<file path="src/rtl/bpred_pkg.sv">
// Shared types and defaults for the branch-predictor table scheduler.
package bpred_pkg;

  localparam int DEF_IDX_W  = 4;
  localparam int DEF_CTR_W  = 2;
  localparam int DEF_QDEPTH = 4;

  // Every entry starts out weakly not-taken.
  localparam int INIT_CTR = 1;

  typedef enum logic [1:0] {
    INIT,
    IDLE,
    UPD_RD,
    UPD_WR
  } state_t;

endpackage

</file>
<file path="src/rtl/bpred_table_sched_if.sv">
// Lookup, update and external-table signals of the predictor table scheduler.
interface bpred_table_sched_if #(
  parameter int IDX_W = 4,
  parameter int CTR_W = 2
);
  logic             lk_valid;
  logic [IDX_W-1:0] lk_index;
  logic             lk_ready;
  logic             pred_valid;
  logic             pred_taken;
  logic             up_valid;
  logic [IDX_W-1:0] up_index;
  logic             up_taken;
  logic             up_ready;
  logic             tbl_en;
  logic             tbl_we;
  logic [IDX_W-1:0] tbl_addr;
  logic [CTR_W-1:0] tbl_wdata;
  logic [CTR_W-1:0] tbl_rdata;

  modport master (
    output lk_valid, lk_index, up_valid, up_index, up_taken, tbl_rdata,
    input  lk_ready, pred_valid, pred_taken, up_ready,
    input  tbl_en, tbl_we, tbl_addr, tbl_wdata
  );

  modport slave (
    input  lk_valid, lk_index, up_valid, up_index, up_taken, tbl_rdata,
    output lk_ready, pred_valid, pred_taken, up_ready,
    output tbl_en, tbl_we, tbl_addr, tbl_wdata
  );
endinterface

</file>
<file path="src/rtl/bpred_upd_fifo.sv">
// Pending branch-resolution queue of {index, taken}; push and pop may share a cycle.
module bpred_upd_fifo #(
  parameter int IDX_W = 4,
  parameter int DEPTH = 4
) (
  input  logic             clk,
  input  logic             rst,
  input  logic             push,
  input  logic [IDX_W-1:0] push_index,
  input  logic             push_taken,
  input  logic             pop,
  output logic [IDX_W-1:0] head_index,
  output logic             head_taken,
  output logic             full,
  output logic             empty
);
  localparam int PW = (DEPTH > 1) ? $clog2(DEPTH) : 1;

  logic [IDX_W-1:0] idx_mem   [DEPTH];
  logic             taken_mem [DEPTH];
  logic [PW-1:0]    wr_ptr;
  logic [PW-1:0]    rd_ptr;
  logic [PW:0]      count;
  logic             do_push;
  logic             do_pop;

  function automatic logic [PW-1:0] next_ptr(input logic [PW-1:0] p);
    return (p == PW'(DEPTH - 1)) ? '0 : p + 1'b1;
  endfunction

  assign full       = (count == (PW + 1)'(DEPTH));
  assign empty      = (count == '0);
  assign do_pop     = pop && !empty;
  assign do_push    = push && (!full || do_pop);
  assign head_index = idx_mem[rd_ptr];
  assign head_taken = taken_mem[rd_ptr];

  always_ff @(posedge clk) begin
    if (rst) begin
      wr_ptr <= '0;
      rd_ptr <= '0;
      count  <= '0;
    end else begin
      if (do_push) wr_ptr <= next_ptr(wr_ptr);
      if (do_pop)  rd_ptr <= next_ptr(rd_ptr);
      if (do_push && !do_pop)      count <= count + 1'b1;
      else if (do_pop && !do_push) count <= count - 1'b1;
    end
  end

  always_ff @(posedge clk) begin
    if (do_push) begin
      idx_mem[wr_ptr]   <= push_index;
      taken_mem[wr_ptr] <= push_taken;
    end
  end

endmodule

</file>
<file path="src/rtl/bpred_table_sched.sv">
// Schedules lookups and queued counter updates onto a single-port external
// predictor table; lookups win unless the update queue is full.
module bpred_table_sched
  import bpred_pkg::*;
#(
  parameter int IDX_W  = DEF_IDX_W,
  parameter int CTR_W  = DEF_CTR_W,
  parameter int QDEPTH = DEF_QDEPTH
) (
  input  logic                 clk,
  input  logic                 rst,
  bpred_table_sched_if.slave   bus,
  output logic [15:0]          upd_count
);

  state_t           state;
  state_t           state_nxt;
  logic [IDX_W-1:0] init_addr;
  logic [CTR_W-1:0] new_ctr;
  logic             pred_r;
  logic             q_push;
  logic             q_pop;
  logic             q_full;
  logic             q_empty;
  logic [IDX_W-1:0] head_index;
  logic             head_taken;

  function automatic logic [CTR_W-1:0] sat_step(input logic [CTR_W-1:0] cur,
                                                 input logic taken);
    if (taken) return (cur == {CTR_W{1'b1}}) ? cur : cur + 1'b1;
    return (cur == '0) ? cur : cur - 1'b1;
  endfunction

  bpred_upd_fifo #(
    .IDX_W (IDX_W),
    .DEPTH (QDEPTH)
  ) u_fifo (
    .clk        (clk),
    .rst        (rst),
    .push       (q_push),
    .push_index (bus.up_index),
    .push_taken (bus.up_taken),
    .pop        (q_pop),
    .head_index (head_index),
    .head_taken (head_taken),
    .full       (q_full),
    .empty      (q_empty)
  );

  assign q_push         = bus.up_valid && bus.up_ready;
  assign bus.pred_valid = pred_r && !rst;
  assign bus.pred_taken = pred_r && !rst && bus.tbl_rdata[CTR_W-1];

  // Outputs are held quiet while reset is asserted so an abandoned
  // read-modify-write never reaches the table.
  always_comb begin
    state_nxt     = state;
    bus.lk_ready  = 1'b0;
    bus.up_ready  = 1'b0;
    bus.tbl_en    = 1'b0;
    bus.tbl_we    = 1'b0;
    bus.tbl_addr  = '0;
    bus.tbl_wdata = '0;
    q_pop         = 1'b0;
    if (!rst) begin
      bus.up_ready = !q_full && (state != INIT);
      unique case (state)
        INIT: begin
          bus.tbl_en    = 1'b1;
          bus.tbl_we    = 1'b1;
          bus.tbl_addr  = init_addr;
          bus.tbl_wdata = CTR_W'(INIT_CTR);
          if (init_addr == {IDX_W{1'b1}}) state_nxt = IDLE;
        end
        IDLE: begin
          if (q_full || (!q_empty && !bus.lk_valid)) begin
            bus.tbl_en   = 1'b1;
            bus.tbl_addr = head_index;
            state_nxt    = UPD_RD;
          end else if (bus.lk_valid) begin
            bus.lk_ready = 1'b1;
            bus.tbl_en   = 1'b1;
            bus.tbl_addr = bus.lk_index;
          end
        end
        UPD_RD: state_nxt = UPD_WR;
        UPD_WR: begin
          bus.tbl_en    = 1'b1;
          bus.tbl_we    = 1'b1;
          bus.tbl_addr  = head_index;
          bus.tbl_wdata = new_ctr;
          q_pop         = 1'b1;
          state_nxt     = IDLE;
        end
        default: state_nxt = INIT;
      endcase
    end
  end

  // The init address wraps back to zero on its own once the sweep ends.
  always_ff @(posedge clk) begin
    if (rst) begin
      state     <= INIT;
      init_addr <= '0;
      new_ctr   <= '0;
      pred_r    <= 1'b0;
      upd_count <= '0;
    end else begin
      state  <= state_nxt;
      pred_r <= bus.lk_ready;
      if (state == INIT)   init_addr <= init_addr + 1'b1;
      if (state == UPD_RD) new_ctr   <= sat_step(bus.tbl_rdata, head_taken);
      if (state == UPD_WR) upd_count <= upd_count + 16'd1;
    end
  end

endmodule

</file>
<file path="src/flat_wrapper.sv">
// flat-port wrapper written by rule: the top's interface ports become plain ports
module bpred_table_sched_flat import bpred_pkg::*;
#(
  parameter int IDX_W  = DEF_IDX_W,
  parameter int CTR_W  = DEF_CTR_W,
  parameter int QDEPTH = DEF_QDEPTH
)
  (clk, rst, upd_count, bus_lk_valid, bus_lk_index, bus_up_valid, bus_up_index, bus_up_taken, bus_tbl_rdata, bus_lk_ready, bus_pred_valid, bus_pred_taken, bus_up_ready, bus_tbl_en, bus_tbl_we, bus_tbl_addr, bus_tbl_wdata);
  bpred_table_sched_if #(.IDX_W(IDX_W), .CTR_W(CTR_W)) bus_i ();
  input  logic clk;
  input  logic rst;
  output logic [15:0] upd_count;
  input wire logic [$bits(bus_i.lk_valid)-1:0] bus_lk_valid;
  input wire logic [$bits(bus_i.lk_index)-1:0] bus_lk_index;
  input wire logic [$bits(bus_i.up_valid)-1:0] bus_up_valid;
  input wire logic [$bits(bus_i.up_index)-1:0] bus_up_index;
  input wire logic [$bits(bus_i.up_taken)-1:0] bus_up_taken;
  input wire logic [$bits(bus_i.tbl_rdata)-1:0] bus_tbl_rdata;
  output wire logic [$bits(bus_i.lk_ready)-1:0] bus_lk_ready;
  output wire logic [$bits(bus_i.pred_valid)-1:0] bus_pred_valid;
  output wire logic [$bits(bus_i.pred_taken)-1:0] bus_pred_taken;
  output wire logic [$bits(bus_i.up_ready)-1:0] bus_up_ready;
  output wire logic [$bits(bus_i.tbl_en)-1:0] bus_tbl_en;
  output wire logic [$bits(bus_i.tbl_we)-1:0] bus_tbl_we;
  output wire logic [$bits(bus_i.tbl_addr)-1:0] bus_tbl_addr;
  output wire logic [$bits(bus_i.tbl_wdata)-1:0] bus_tbl_wdata;
  assign bus_i.lk_valid = bus_lk_valid;
  assign bus_i.lk_index = bus_lk_index;
  assign bus_i.up_valid = bus_up_valid;
  assign bus_i.up_index = bus_up_index;
  assign bus_i.up_taken = bus_up_taken;
  assign bus_i.tbl_rdata = bus_tbl_rdata;
  assign bus_lk_ready = bus_i.lk_ready;
  assign bus_pred_valid = bus_i.pred_valid;
  assign bus_pred_taken = bus_i.pred_taken;
  assign bus_up_ready = bus_i.up_ready;
  assign bus_tbl_en = bus_i.tbl_en;
  assign bus_tbl_we = bus_i.tbl_we;
  assign bus_tbl_addr = bus_i.tbl_addr;
  assign bus_tbl_wdata = bus_i.tbl_wdata;
  bpred_table_sched #(.IDX_W(IDX_W), .CTR_W(CTR_W), .QDEPTH(QDEPTH)) u_core (.clk(clk), .rst(rst), .bus(bus_i), .upd_count(upd_count));
endmodule
</file>
<file path="config.mk">
export PLATFORM = sky130hd
export DESIGN_NAME = bpred_table_sched_flat
export DESIGN_NICKNAME = d
export VERILOG_FILES = /design/src/rtl/bpred_pkg.sv /design/src/rtl/bpred_table_sched_if.sv /design/src/rtl/bpred_upd_fifo.sv /design/src/rtl/bpred_table_sched.sv /design/src/flat_wrapper.sv
export SDC_FILE = /design/constraint.sdc
export NUM_CORES = 1
export LEC_CHECK = 0
export CORE_MARGIN = 2
export CORE_UTILIZATION = 53
export DETAILED_ROUTE_END_ITERATION = 6
export PLACE_DENSITY = 0.92
export SYNTH_ARGS = -nofsm -noshare
export SYNTH_HDL_FRONTEND = slang
export SYNTH_HIERARCHICAL = 1
export SYNTH_SLANG_ARGS = --single-unit
</file>
<file path="constraint.sdc">
create_clock -name clk -period 3.66 [get_ports clk]
set_clock_uncertainty 0.15 [all_clocks]
set_input_delay 0.732 -clock clk [delete_from_list [all_inputs] [get_ports clk]]
set_output_delay 0.732 -clock clk [all_outputs]
set_load 0.05 [all_outputs]
</file>
# --- After elaboration in Yosys (flattened, before gate mapping) ---
# Memories as Yosys holds them, arrays and structs flattened. A register that Yosys moved wholly into a read port is not among the register bits.
# Cells that the tools add are included.
totals:
  n_memories: 2
  regBits: 32
  inputBits: 15
  romBits: 0
  latch_bits: 0
  ram_bits: 20
op_classes:
  mul: 0
  add_sub_neg: 8
  shift: 0
  n_div: 0
  n_lt_le_gt_ge: 0
  muxes: 38
  n_reduce_logical: 24
  eq_ne: 10
  n_bitwise: 0
mem_list:
  columns: ["name", "depth", "width", "rd", "rd_clocked_by_memory_dff", "write_ports", "line_no", "source"]
  rows:
  - ["u_core.u_fifo.idx_mem", 4, 4, 1, 1, 1, "bpred_upd_fifo.sv:19", "logic [IDX_W-1:0] idx_mem [DEPTH];"]
  - ["u_core.u_fifo.taken_mem", 4, 1, 1, 1, 1, "bpred_upd_fifo.sv:20", "logic taken_mem [DEPTH];"]
op_table:
  columns: ["op", "count"]
  rows:
  - ["$mux W2", 13]
  - ["$add A16 B1 Y16 const B", 1]
  - ["$mux W1", 16]
  - ["$mux W4", 3]
  - ["$pmux W4 S3", 1]
  - ["$eq A2 B2 Y1 const B", 5]
  - ["$logic_and A1 B1 Y1", 9]
  - ["$pmux W2 S4", 1]
  - ["$add A2 B1 Y2 const B", 3]
  - ["$logic_not A1 Y1", 6]
  - ["$mux W3", 2]
  - ["$add A4 B1 Y4 const B", 1]
  - ["$eq A4 B4 Y1 const B", 1]
  - ["$logic_not A2 Y1", 2]
  - ["$ne A2 B1 Y1 const B", 2]
  - ["$pmux W2 S2", 1]
  - ["$reduce_bool A2 Y1", 2]
  - ["$add A3 B1 Y3 const B", 1]
  - ["$eq A3 B3 Y1 const B", 1]
  - ["$logic_not A3 Y1", 1]
  - ["$sub A3 B1 Y3 const B", 1]
  - ["$eq A2 B1 Y1 const B", 1]
  - ["$logic_or A1 B1 Y1", 2]
  - ["$pmux W1 S2", 1]
  - ["3 further kinds", 3]

# --- Logic depth before layout (Yosys ltp) ---
# Gate-level depths: netlist (run 1).
depth:
  word_depth: 10
  mapped_depth: 12
  mapped_depth_nobuf: 11

# --- Cells and area by module ---
# Netlist (run 1), hierarchy kept.
by_module_without_submodules:
  columns: ["module", "cells_per_inst", "area_each_um2", "seq_area_each_um2", "instances"]
  rows:
  - ["bpred_table_sched", 153, 1360.1, 500.5, 1]
  - ["bpred_upd_fifo", 73, 1203.7, 780.7, 1]

# --- Least setup slack after synthesis (run 1) ---
# No wires, ideal clock.
synth_path:
  kind: "in2reg"
  start: "input port rst"
  end: "register u_core.u_fifo.count[2]"
  required_time_ns: 3.439
  setup_time_ns: 0.071
  t_arrival_ns: 3.709
  n_path_buf: 1
  cell_stages: 10
  slack_ns: -0.270
  path_cell_list: "clkbuf_1 > nor3_1 > and2_1 > and2_4 > ha_1 > inv_1 > fa_1 > xor2_1 > or3_1 > a21oi_1"
synth_between:
  elab_cells_between_ends: 12
synth_rtl:
  columns: ["element", "line_no", "source"]
  rows:
  - ["from (decl)", "flat_wrapper.sv:11", "input logic rst;"]
  - ["$mux W1 *", "bpred_table_sched.sv:65", "if (!rst) begin"]
  - ["net bus_up_ready", "flat_wrapper.sv:22", "output wire logic [$bits(bus_i.up_ready)-1:0] bus_up_ready;"]
  - ["$logic_and A1 B1 Y1 *", "bpred_table_sched.sv:50", "assign q_push = bus.up_valid && bus.up_ready;"]
  - ["net u_core.q_push", "bpred_table_sched.sv:21", "logic q_push;"]
  - ["$logic_and A1 B1 Y1 *", "bpred_upd_fifo.sv:34", "assign do_push = push && (!full || do_pop);"]
  - ["net u_core.u_fifo.do_push", "bpred_upd_fifo.sv:24", "logic do_push;"]
  - ["$logic_not A1 Y1", "bpred_upd_fifo.sv:47", "else if (do_pop && !do_push) count <= count - 1'b1;"]
  - ["$logic_and A1 B1 Y1", "bpred_upd_fifo.sv:47", null]
  - ["$reduce_bool A2 Y1 (no line)", null, null]
  - ["to (signal assigned)", "bpred_upd_fifo.sv:46", "if (do_push && !do_pop) count <= count + 1'b1;"]
  - ["to (signal assigned)", "bpred_upd_fifo.sv:47", null]
  - ["to (decl)", "bpred_upd_fifo.sv:23", "logic [PW:0] count;"]
# Mark *: on every way through the listed nets, which the timed path passes. The rest lies on a longest branch.
# A chain may end at the register's enable or synchronous reset.

# --- Worst setup path in the final report (run 1) ---
layout_path:
  start: "register u_core.u_fifo.count[2]"
  end: "output port bus_tbl_addr[0]"
layout_between:
  elab_cells_between_ends: 8
layout_rtl:
  columns: ["element", "line_no", "source"]
  rows:
  - ["$eq A3 B3 Y1", "bpred_upd_fifo.sv:31", "assign full = (count == (PW + 1)'(DEPTH));"]
  - ["net u_core.q_full", "bpred_table_sched.sv:23", "logic q_full;"]
  - ["$logic_or A1 B1 Y1", "bpred_table_sched.sv:76", "if (q_full || (!q_empty && !bus.lk_valid)) begin"]
  - ["$mux W4", "bpred_table_sched.sv:76", null]
  - ["$pmux W4 S3", "bpred_table_sched.sv:67", "unique case (state)"]
  - ["$mux W4", "bpred_table_sched.sv:65", null]
  - ["to (decl)", "flat_wrapper.sv:25", "output wire logic [$bits(bus_i.tbl_addr)-1:0] bus_tbl_addr;"]
# The timed path passes the listed nets, and every way through them passes these cells.

==> results of run 1 <==
## cell type report
| cell class | count | share of cell area [%] |
|---|---|---|
| Tap cell | 54 | 2.08 |
| Multi-Input combinational cell | 155 | 37.6 |
| Clock inverter | 2 | 0.270 |
| Sequential cell | 54 | 39.4 |
| Clock buffer | 6 | 2.23 |
| Timing Repair Buffer | 45 | 17.3 |
| Inverter | 9 | 1.04 |
## path summary, 6_finish.rpt
check	start	to	slack (ps)	cells past startpoint
max reg2reg	u_core/state[0]	u_core/u_fifo/count[2]	450	11
max	u_core/u_fifo/count[2]	bus_tbl_addr[0]	240	6
min	u_core/upd_count[15]	u_core/upd_count[15]	340	2
min reg2reg	u_core/upd_count[15]	u_core/upd_count[15]	340	2
## tightest hold or removal path, stage by stage (launching register included)
cell and delay [ps]:
dfxtp_1 330, o41ai_1 60, a21oi_1 50
## cells by family (layout without fill, tap and decap cells)
| kind of cell | count (synthesis) | after routing |
|---|---|---|
| xor+xnor | 16 | 16 |
| mux | 11 | 11 |
| compound gates | 28 | 28 |
| flops | 54 | 54 |
| buf+inv | 17 | 62 |
| simple gates | 85 | 85 |
| fa+ha+maj | 15 | 15 |
## per-layer routing
| metal | vias to the layer above | GRT usage (%) | part of all wire (%) |
|---|---|---|---|
| met4 | 0 | 8.28 | 1.6 |
| met5 | - | 0 | 0 |
| li1 | 914 | - | - |
| met2 | 58 | 36.4 | 52 |
| met3 | 10 | 5.21 | 4.3 |
| met1 | 900 | 24.6 | 43 |
## stage by stage
stage	instances	area (um^2)	utilization [%]
6_report	325	3250	69.3
5_1_grt	325	3250	69.3
4_1_cts	325	3250	69.3
3_5_place_dp	317	3170	67.5
3_3_place_gp	317	3170	67.5
2_1_floorplan	226	2570	-
## power breakdown
part / internal, mW / switching [mW]
registers: 0.650 / 0.0344
logic: 0.191 / 0.230
clock network: 0.131 / 0.182
total: 0.973 / 0.447
## registers in the layout, summed over array words and instances, names as in the netlist, named ones only
| signal | flops |
|---|---|
| u_core/upd_count | 16 |
| u_core/init_addr | 4 |
| u_core/pred_r | 1 |
| u_core/u_fifo/wr_ptr | 2 |
| u_core/u_fifo/idx_mem | 16 |
| u_core/state | 2 |
| u_core/new_ctr | 2 |
| u_core/u_fifo/taken_mem | 4 |
| u_core/u_fifo/rd_ptr | 2 |
| u_core/u_fifo/count | 3 |
## cell usage in the layout, fill, tap and decap left out, drive strengths merged, types with 2 or more instances in the layout
master,count
dfxtp,34
clkdlybuf4s50,30
nor2,26
edfxtp,20
buf,15
ha,14
xor2,10
nor3,10
inv,9
nand2,8
and3,7
nand4,7
a21oi,6
o21ai,6
xnor2,6
clkbuf,6
nand3,6
mux2i,5
mux4,5
a222oi,4
or3,4
and2,4
nor2b,3
o31ai,3
a211oi,2
and4,2
nor4,2
nor4b,2
==> impl_metrics.tcl, run 1 <==
set metrics [dict create \
    outcome "finished, final reports clean" \
    dieHeight_um 73.6 \
    post_route_cells_drive_above_1_share_pct 16.2 \
    synthMostInstantiatedCell "dfxtp_1" \
    synth-xor-area-share_pct 5.47 \
    placement.io_buffers 42 \
    post-route-drc-count 0 \
    multi_input_comb_area_mm2 0.00122 \
    cts_hold_buffers 0 \
    fillers 350 \
    cts_sinks 54 \
    dpl.hpwl_um 3920 \
    cell_at_the_root_of_the_clock_tree "clkbuf_8" \
    buffers_inverters_on_critical_path 1 \
    post_synth_inst_count 226 \
    post_cts_resize_count 0 \
    synth-compound-area-share_pct 8.05 \
    worstPathMaxFanout 6 \
    critical-path-top-delay-family "simple AND/OR/NAND/NOR gates" \
    ctsLongestPathBuffers 2 \
    ys.flop_type "dfxtp_1" \
    finalSetupViolations 0 \
    yosys-mux-area-fraction_pct 6.78 \
    type_of_destination_of_the_critical_path "output port" \
    path_cells "nor3b_1 -> o21bai_1 -> a21o_1 -> a222oi_1 -> nor3_1 -> buf_12" \
    synthDominantCellAreaShare_pct 26.5 \
    numCtsBuffers 5 \
    synthArstFlopShare_pct 0 \
    detail_route.vias_per_cell 5.79 \
    cts_tree "done" \
    dp_worst_setup_slack_ps 173 \
    clkLatencyLatePin_ps 300 \
    drt_first_pass_iters 4 \
    max_slew_margin_pct 54.9 \
    number_of_synthesized_register_bits 54 \
    ys_seq_area_share_pct 50.0 \
    fmax_ghz 0.292 \
    grt_overflow_total 0 \
    drt_iter0_markers 79 \
    report.final.slew_viol_count 0 \
    drtAntennaViolNets 0 \
    globalplace.congestion 0.823 \
    syn2layout_area_growth_pct 26.7 \
    synth_adder_area_share_pct 7.61 \
    wl_per_cell_um 16.3 \
    vias 1882 \
    power_density_mw_per_mm2 437 \
    post-route-period-util_pct 93.5 \
    initial_antenna_violation_count 0 \
    rsz0062_at_grt "false" \
    insertedDiodeCount 0 \
    design_power_total_mw 1.42 \
    synth.distinct_cells 48 \
    p_leak_nw 1.19 \
    critical_path_top_delay_cell "nor3b_1" \
    crit_path_max_incr_delay_ps 610 \
    initial_core_util_pct 54.6 \
    cts.repair_timing.setup_buffer_count 0 \
    timing.hold.worst.class "register to register" \
    netlist_area_mm2 0.00256 \
    worst_setup_path_start_kind "register" \
    synthSimpleGateAreaFrac_pct 19.3 \
    io-pin-count 43 \
    rows 25 \
    fin_hold_ws_ps 340 \
    synth.area.top_cells "dfxtp_1 (27%), edfxtp_1 (23%), ha_1 (6.8%)" \
    die_w_um 73.6 \
    final_report_hold_violation_count 0 \
    worstPathArrival_ps 2540 \
    cts.clk_slew.worst_paths_ps 90 \
    timing.setup.critical_path_class "register to output port" \
    main_combinational_cell_family_by_area_after_synthesis "simple AND/OR/NAND/NOR gates" \
    min_period_ps 3420 \
    netlist.top_cell.by_area "dfxtp_1" \
    grt_max_degree 36 \
    cap_viol_max_count 0 \
    regArea_mm2 0.00128 \
    die_area_mm2 0.00541 \
    synth_warnings 6 \
    setup-tns-final_ps 0 \
    fin_ws_ps 237 \
    tightest_slew_ps 675 \
    post_synth.cell_area_avg_um2 11.3 \
    postRouteWirelength_um 5290 \
    number_of_global_route_vias_before_repair 1833 \
    ir_drop_uv 313 \
    grt_usage_pct 20.9 \
    synth_edf_count 20 \
    synth.top_cells.by_count "dfxtp_1 (34), nor2_1 (26), edfxtp_1 (20)" \
    crit_required_ps 2780 \
    wire_length_of_the_first_global_routing_pass_um 8580 \
    floorplan.core_area_mm2 0.00469 \
    synth_nets 256 \
    htreeDepth 2 \
    num-nets-final 300 \
]
Note: power is estimated with default switching activity, not from simulation.
==> run 2, diff against run 1 <==
--- a/config.mk
+++ b/config.mk
@@ -9,6 +9,7 @@
 export CORE_UTILIZATION = 53
 export DETAILED_ROUTE_END_ITERATION = 6
 export PLACE_DENSITY = 0.92
+export SKIP_CTS_REPAIR_TIMING = 1
 export SYNTH_ARGS = -nofsm -noshare
 export SYNTH_HDL_FRONTEND = slang
 export SYNTH_HIERARCHICAL = 1
==> results of run 2 <==
The final DEF is identical to that of run 1; final timing and power are the same.
==> run 3, diff against run 2 <==
--- a/config.mk
+++ b/config.mk
@@ -9,6 +9,7 @@
 export CORE_UTILIZATION = 53
 export DETAILED_ROUTE_END_ITERATION = 6
 export PLACE_DENSITY = 0.92
+export SETUP_SLACK_MARGIN = 0.3
 export SKIP_CTS_REPAIR_TIMING = 1
 export SYNTH_ARGS = -nofsm -noshare
 export SYNTH_HDL_FRONTEND = slang
==> impl_metrics.tcl, run 3 (synthesized netlist as in run 1, its figures left out) <==
set metrics [dict create \
    outcome "finished, final reports clean" \
    timing.hold.worst.class "register to register" \
    worst_flop_to_flop_path_startpoint "u_core/state[0]" \
    io-pin-count 43 \
    ir_drop_uv 313 \
    fin_util_pct 69.7 \
    worstReg2RegEnd "u_core/u_fifo/count[2]" \
    drtAntennaViolNets 0 \
    max_slew_margin_pct 56.0 \
    rsz0062_at_grt "false" \
    drt_first_pass_iters 4 \
    dp_worst_setup_slack_ps 173 \
    buffers_inverters_on_critical_path 2 \
    htreeDepth 2 \
    fmax_ghz 0.307 \
    dieHeight_um 73.6 \
    grt_usage_pct 20.9 \
    floorplan.core_area_mm2 0.00469 \
    fin_ws_ps 407 \
    hold_path_startpoint "u_core/upd_count[15]" \
    min_period_ps 3250 \
    dpl.hpwl_um 3920 \
    placedCellCount 317 \
    worstPathMaxFanout 6 \
    reg2reg_slack_ps 490 \
    worst_setup_path_start_kind "input pin" \
    detail_route.vias_per_cell 5.80 \
    insertedDiodeCount 0 \
    number_of_global_route_vias_before_repair 1833 \
    grt_max_degree 36 \
    post-route-drc-count 0 \
    tightest_slew_ps 655 \
    final_report_hold_violation_count 0 \
    die_area_mm2 0.00541 \
    num-nets-final 300 \
    setup-tns-final_ps 0 \
    wire_length_of_the_first_global_routing_pass_um 8580 \
    cts.clk_slew.worst_paths_ps 90 \
    fillers 345 \
    wl_per_cell_um 16.5 \
    die_w_um 73.6 \
    whs_endpoint "u_core/upd_count[15]" \
    vias 1884 \
    globalplace.congestion 0.823 \
    critical-path-top-delay-family "buffers and inverters" \
    placement.io_buffers 42 \
    critical_path_top_delay_cell "clkdlybuf4s50_1" \
    worstPathArrival_ps 2370 \
    finalNonFillerCells 325 \
    ff2ff_path_depth 11 \
    stdcell_area_mm2 0.00327 \
    drt_iter0_markers 97 \
    final_common_cell "dfxtp_1" \
    p_leak_nw 1.20 \
    multi_input_comb_area_mm2 0.00124 \
    clkLatencyLatePin_ps 300 \
    regArea_mm2 0.00128 \
    initial_antenna_violation_count 0 \
    timing.setup.critical_path_class "input pin to output port" \
    postRouteWirelength_um 5360 \
    cts_sinks 54 \
    finalSetupViolations 0 \
    crit_required_ps 2780 \
    report.final.slew_viol_count 0 \
    rows 25 \
    placed_cell_area_mm2 0.00317 \
    critPathLaunch "bus_lk_valid" \
    cell_at_the_root_of_the_clock_tree "clkbuf_8" \
    path_cells "clkdlybuf4s50_1 -> o21bai_1 -> a21o_1 -> a222oi_1 -> nor3_1 -> buf_12" \
    syn2layout_area_growth_pct 27.6 \
    numCtsBuffers 5 \
    cap_viol_max_count 0 \
    highest_count_cells_in_the_layout_ignoring_fill_and_taps "dfxtp_1 (34), clkdlybuf4s50_1 (30), nor2_1 (26)" \
    initial_core_util_pct 54.6 \
    grt_overflow_total 0 \
    ctsLongestPathBuffers 2 \
    crit_path_max_incr_delay_ps 480 \
    cts_tree "done" \
    post-route-period-util_pct 88.9 \
    type_of_destination_of_the_critical_path "output port" \
    post_route_cells_drive_above_1_share_pct 17.3 \
    worst_hold_path.num_cells 2 \
    power_density_mw_per_mm2 438 \
    layout_top_registers "u_core/u_fifo/idx_mem (16), u_core/upd_count (16)" \
]
## run 3: report_power, final
part | switching (mW) | leakage [nW] | total, mW | internal, mW
Clock | 0.184 | 0.0388 | 0.315 | 0.131
Combinational | 0.237 | 0.709 | 0.432 | 0.194
Sequential | 0.0344 | 0.454 | 0.684 | 0.650
Total | 0.455 | 1.20 | 1.43 | 0.976
## run 3: worst max-delay path by stage
stage / cells past startpoint / endpoint / slack [ps]
4_1_cts: 6 / bus_tbl_addr[0] / 260
3_3_place_gp: 11 / u_core/u_fifo/count[2] / 270
2_1_floorplan: 10 / u_core/u_fifo/count[2] / 200
5_1_grt: 6 / bus_tbl_addr[3] / 260
3_5_place_dp: 11 / u_core/u_fifo/count[2] / 170
6_report: 6 / bus_tbl_addr[1] / 410
## run 3: worst reg2reg max path, stage by stage (launching register included)
cell and delay, ps:
dfxtp_1 440, inv_1 120, ha_1 400, nor3_4 300
and2_1 270, and2_4 200, ha_1 180, inv_1 60
fa_1 370, xor2_1 160, or3_1 310, a21oi_1 150
## run 3: layout make-up
type / instances / area share, %
Sequential cell: 54 / 39.2
Multi-Input combinational cell: 155 / 38.0
Timing Repair Buffer: 45 / 17.2
Clock buffer: 6 / 2.22
Tap cell: 54 / 2.07
Inverter: 9 / 1.03
Clock inverter: 2 / 0.268
## run 3: stage by stage
stage                     power, mW  hold WS, ps
after floorplan               0.944          307
after global placement         1.10          323
after detailed placement       1.12          330
after CTS                      1.43          343
after global routing           1.49          372
final                          1.43          341
## run 3: per-layer routing
layer | routed length, um | vias up | GRT usage (%) | share of wire, %
li1 | - | 915 | - | -
met5 | 0 | - | 0 | 0
met1 | 2270 | 902 | 24.6 | 42
met3 | 211 | 12 | 5.21 | 3.9
met2 | 2780 | 55 | 36.4 | 52
met4 | 107 | 0 | 8.28 | 2.0
